==> src/rtl/alu_issue_writeback.sv <==
// alu_issue_writeback: single-issue operand fetch / writeback stage around alu_base.
// Owns a 32x32 register file, drives the ALU for ALU_LATENCY cycles, then retires.
`default_nettype none

module alu_issue_writeback #(
  parameter int ALU_LATENCY = 1
) (
  input  logic        clock,
  input  logic        reset_n,
  input  logic        instr_valid,
  output logic        instr_ready,
  input  logic [31:0] instruction,
  output logic        enable,
  output logic [2:0]  funct3,
  output logic [31:0] register_data_1,
  output logic [31:0] register_data_2,
  input  logic [31:0] register_data_out,
  output logic        retire_valid,
  output logic [4:0]  retire_rd,
  output logic [31:0] retire_data,
  output logic        retire_illegal,
  input  logic [4:0]  debug_addr,
  output logic [31:0] debug_data
);

  localparam logic [6:0] OPC_OP     = 7'b0110011;
  localparam logic [6:0] OPC_OP_IMM = 7'b0010011;

  typedef enum logic [1:0] {
    S_IDLE   = 2'd0,
    S_EXEC   = 2'd1,
    S_RETIRE = 2'd2
  } state_t;

  state_t      state;
  state_t      state_next;
  logic [1:0]  cnt;
  logic [4:0]  rd_q;
  logic [31:0] rf [32];

  logic [6:0]  opcode;
  logic [4:0]  rs1;
  logic [4:0]  rs2;
  logic [4:0]  rd;
  logic        is_op;
  logic        is_legal;
  logic        accept;
  logic        exec_done;
  logic [31:0] rs1_val;
  logic [31:0] rs2_val;
  logic [31:0] imm;

  assign opcode    = instruction[6:0];
  assign rd        = instruction[11:7];
  assign rs1       = instruction[19:15];
  assign rs2       = instruction[24:20];
  assign is_op     = (opcode == OPC_OP);
  assign is_legal  = is_op || (opcode == OPC_OP_IMM);
  assign imm       = {{20{instruction[31]}}, instruction[31:20]};
  assign accept    = instr_valid && instr_ready;
  assign exec_done = (state == S_EXEC) && (cnt == 2'd0);

  // x0 is hardwired to zero on every read port
  assign rs1_val    = (rs1 == 5'd0) ? 32'd0 : rf[rs1];
  assign rs2_val    = (rs2 == 5'd0) ? 32'd0 : rf[rs2];
  assign debug_data = (debug_addr == 5'd0) ? 32'd0 : rf[debug_addr];

  always_ff @(posedge clock or negedge reset_n) begin
    if (!reset_n) begin
      state <= S_IDLE;
    end else begin
      state <= state_next;
    end
  end

  always_comb begin
    state_next   = state;
    instr_ready  = 1'b0;
    enable       = 1'b0;
    retire_valid = 1'b0;
    case (state)
      S_IDLE: begin
        instr_ready = 1'b1;
        if (instr_valid) begin
          state_next = is_legal ? S_EXEC : S_RETIRE;
        end
      end
      S_EXEC: begin
        enable = 1'b1;
        if (cnt == 2'd0) begin
          state_next = S_RETIRE;
        end
      end
      S_RETIRE: begin
        retire_valid = 1'b1;
        state_next   = S_IDLE;
      end
      default: state_next = S_IDLE;
    endcase
  end

  always_ff @(posedge clock or negedge reset_n) begin
    if (!reset_n) begin
      cnt             <= 2'd0;
      rd_q            <= 5'd0;
      funct3          <= 3'd0;
      register_data_1 <= 32'd0;
      register_data_2 <= 32'd0;
      retire_rd       <= 5'd0;
      retire_data     <= 32'd0;
      retire_illegal  <= 1'b0;
      for (int i = 0; i < 32; i++) begin
        rf[i] <= 32'd0;
      end
    end else begin
      if (accept) begin
        funct3          <= instruction[14:12];
        register_data_1 <= rs1_val;
        register_data_2 <= is_op ? rs2_val : imm;
        rd_q            <= rd;
        cnt             <= 2'(ALU_LATENCY - 1);
        // Illegal words skip EXEC, so their retire fields are set right here
        if (!is_legal) begin
          retire_rd      <= rd;
          retire_data    <= 32'd0;
          retire_illegal <= 1'b1;
        end
      end else if (state == S_EXEC && cnt != 2'd0) begin
        cnt <= cnt - 2'd1;
      end

      if (exec_done) begin
        retire_rd      <= rd_q;
        retire_data    <= register_data_out;
        retire_illegal <= 1'b0;
        if (rd_q != 5'd0) begin
          rf[rd_q] <= register_data_out;
        end
      end
    end
  end

endmodule

`default_nettype wire

==> config.mk <==
export PLATFORM = sky130hd
export DESIGN_NAME = alu_issue_writeback
export DESIGN_NICKNAME = d
export VERILOG_FILES = /design/src/rtl/alu_issue_writeback.sv
export SDC_FILE = /design/constraint.sdc
export NUM_CORES = 2
export LEC_CHECK = 0
export ABC_CLOCK_PERIOD_IN_PS = 3100
export CAP_MARGIN = 25
export CORE_UTILIZATION = 55
export CTS_CLUSTER_DIAMETER = 50
export CTS_CLUSTER_SIZE = 28
export DETAILED_ROUTE_END_ITERATION = 10
export PLACE_DENSITY = 0.73
export SLEW_MARGIN = 20
export SYNTH_ARGS = -nofsm -noshare
export SYNTH_HDL_FRONTEND = slang
export SYNTH_SLANG_ARGS = --single-unit
==> constraint.sdc <==
create_clock -name clock -period 3.1 [get_ports clock]
set_input_delay 0.62 -clock clock [delete_from_list [all_inputs] [get_ports clock]]
set_output_delay 0.62 -clock clock [all_outputs]
set_load 0.01 [all_outputs]
==> results.json <==
{
  "gp_congestion": 0.932,
  "dp_slack_ns": -0.519,
  "hp-class": "input port to async pin",
  "max-vdd-ir-drop_mv": 0.601,
  "p_leak_uw": 0.0347,
  "clockBufferDepth": 3,
  "syn_inst": 4663,
  "clkPwrFrac": 0.432,
  "setup_ws_ns": -0.149,
  "drcViolationCount": 0,
  "reg2reg_from": "state[1]",
  "period_share": 1.05,
  "finClkSkew_ns": 0.0416,
  "io_pins": 212,
  "fp.dieW_um": 352,
  "cap_violations": 0,
  "layout_common_cells": "dfrtp_1, mux2_2, mux4_2, buf_4, mux2i_1",
  "seqPwrFrac": 0.418,
  "cellPowerDensity_mw_per_mm2": 479,
  "cp_max_fo": 7,
  "failed_checks": "negative setup slack",
  "grt_pass1_vias": 50101,
  "clock_latency_ns": 0.77,
  "synth.net_count": 4736,
  "cp-start-kind": "input port",
  "syn_area_mm2": 0.0673,
  "multiInputGateArea_mm2": 0.0365,
  "cp-end-kind": "primary output",
  "core-area_mm2": 0.122,
  "hpwl_um": 145000,
  "setup_viol": 29,
  "synth_ff_type": "dfrtp_1",
  "cts_root_buf": "clkbuf_16",
  "drive_above_1_share": 0.504,
  "period_minus_slack_ns": 3.25,
  "grt_overflow": 0,
  "final_common_cell": "dfrtp_1",
  "cts_tree": "done",
  "nNetsFinal": 5109,
  "worstSetupPathType": "input port to primary output",
  "yosys_warnings": 0,
  "vias_per_cell": 7.32,
  "die_y_um": 352,
  "nFillCells": 8467,
  "worst_pin_slew_ns": 0.998,
  "synth_seq_cells": 1138,
  "ant_nets": 0,
  "port_buffers": 211,
  "avgSynthCellArea_um2": 14.4,
  "drt_wl_total_um": 235000,
  "rsz0062_at_grt": "true",
  "antenna_found_initial": 9,
  "numCtsBuffers": 134,
  "drtIter0Drc": 6254,
  "grt_max_degree": 118,
  "sw_frac_of_total": 0.276,
  "max_slew_margin": 0.333,
  "ys_types": 64,
  "fin_util": 0.657,
  "ys_seq_area_frac": 0.423,
  "finalHoldViolations": 0,
  "cts.clk_slew.worst_paths_ns": 0.06,
  "startpoint": "debug_addr[0]",
  "htree_levels": 4,
  "syn2layout_area_growth_pct": 18.7,
  "rr_endpoint": "rf[514]",
  "seqCellArea_mm2": 0.0285,
  "endpoint": "debug_data[19]",
  "r2r_setup_slack_ns": 0.30,
  "firstDrtPassIters": 6,
  "rows": 128,
  "r2r_cells": 6,
  "final-max-slew-violation-count": 0,
  "grt_pass1_wl_um": 345000,
  "clkSinkCount": 1138,
  "fmaxAchievable_mhz": 308,
  "worstPathArrival_ns": 2.63,
  "p_comb_frac": 0.150,
  "p_switching_uw": 10600,
  "wl_per_cell_um": 34.7,
  "status": "finished, violations left",
  "internal_power_uw": 27700,
  "async_reset_ff_frac": 1.00,
  "synth_edf_count": 0,
  "die-area_mm2": 0.124,
  "start_util": 0.554,
  "num_vias": 49563,
  "cp_data_required_time_ns": 2.48,
  "grtUsageTotal": 0.385
}
[cells by family (layout without fill, tap and decap cells)]
logic type	after synthesis	count (layout)	share of synthesized area
compound gates	565	565	0.0566
fa+ha+maj	1	1	0.000186
mux	2015	2015	0.454
simple gates	365	365	0.0247
buf+inv	578	1056	0.0417
other cells	0	2	0
flops	1138	1138	0.423
xor+xnor	1	1	0.000130
[per-stage QoR]
step	cells	cell area, um2	total power [uW]	hold slack [ns]	setup TNS [ns]
floorplan	4663	67300	19200	0.324	0
global placement	6347	73400	21600	0.396	-14.08
detailed placement	6347	73400	21700	0.404	-14.55
CTS	6726	79600	38300	0.354	-1.74
global route	6766	79900	39300	0.405	-2.82
finish	6768	79900	38300	0.381	-1.98
[worst min-delay path by stage]
stage / from / endpoint / cells after the start
6_report: reset_n / rf[475] / 2
5_1_grt: instruction[14] / funct3[2] / 3
4_1_cts: instruction[12] / funct3[0] / 3
3_5_place_dp: rf[996] / rf[996] / 0
3_3_place_gp: rf[996] / rf[996] / 0
2_1_floorplan: reset_n / cnt[0] / 0
[power by group through the flow]
stage | Clock (uW) | Combinational, uW | Sequential (uW)
after floorplan | 0 | 3120 | 16100
after global placement | 0 | 5350 | 16200
after detailed placement | 0 | 5430 | 16300
after CTS | 16600 | 5650 | 16000
after global routing | 17200 | 6040 | 16100
final | 16500 | 5750 | 16000
[area by class of cell]
| cell class | instances | share of cell area |
|---|---|---|
| Tap cell | 1625 | 0.0254 |
| Sequential cell | 1138 | 0.356 |
| Inverter | 39 | 0.00186 |
| Clock inverter | 75 | 0.0103 |
| Antenna cell | 2 | 0.0000626 |
| Clock buffer | 166 | 0.0473 |
| Multi-Input combinational cell | 2947 | 0.456 |
| Timing Repair Buffer | 776 | 0.102 |
[sequential cells by signal (all words and copies together), names as in the netlist]
name and count:
retire_illegal 1, rd_q 5, funct3 3, state 2, cnt 2, register_data_2 32, retire_rd 5, rf 1024
retire_data 32, register_data_1 32
[per-layer routing]
layer | track usage | part of all wire | vias to the layer above
met5 | 0.00510 | 0.0012 | -
met4 | 0.228 | 0.068 | 20
met3 | 0.131 | 0.13 | 941
met2 | 0.567 | 0.44 | 3690
met1 | 0.497 | 0.36 | 25754
li1 | - | - | 19158
[critical path, cell delays in order]
cell and delay [ns]:
buf_16 0.14, buf_16 0.14, buf_12 0.12, buf_12 0.13
buf_16 0.14, mux4_2 0.50, mux4_2 0.52, inv_2 0.09
o21ai_4 0.08, buf_6 0.12
[repair_timing]
action                                 4_1_cts  5_1_grt
setup endpoints to repair                   32       32
gates resized for setup                    222       16
pin swaps                                    0        1
gates cloned                                12        1
endpoints found under the hold margin       18        0
setup buffers                              128       41
hold buffers                                 1        0
[cells in the mapped netlist, types with 2 or more instances]
cell,number,share of area
a211o_1,31,0.0040
o21ai_0,136,0.010
and3_1,3,0.00028
buf_4,43,0.0048
o21ai_1,34,0.0025
nor3_1,37,0.0028
o22ai_1,53,0.0049
or4_1,4,0.00045
nand2_1,194,0.011
a221oi_1,22,0.0029
o221ai_1,125,0.016
dfrtp_1,1138,0.42
and2_1,4,0.00037
o221a_2,2,0.00033
nor2_2,9,0.00084
or2_2,2,0.00019
buf_6,32,0.0054
mux2i_1,315,0.047
a22oi_1,5,0.00056
a211oi_1,9,0.0010
nand2_2,3,0.00028
nand3b_1,4,0.00045
mux2_2,861,0.14
nand4_1,2,0.00019
nor2_1,62,0.0035
nor2b_1,11,0.0010
a31oi_1,2,0.00019
nand2b_1,4,0.00037
clkbuf_1,250,0.014
a41o_1,2,0.00030
mux4_2,706,0.24
a2111oi_0,7,0.00091
nor4b_4,2,0.00071
a22o_1,28,0.0036
nand3_1,12,0.00089
a21oi_1,94,0.0070
inv_1,39,0.0022
o211ai_1,4,0.00045
nor3b_1,4,0.00045
buf_2,191,0.014
mux2_1,52,0.0087
buf_1,23,0.0013
mux2_4,81,0.018
(Power assumes the default switching activity.)
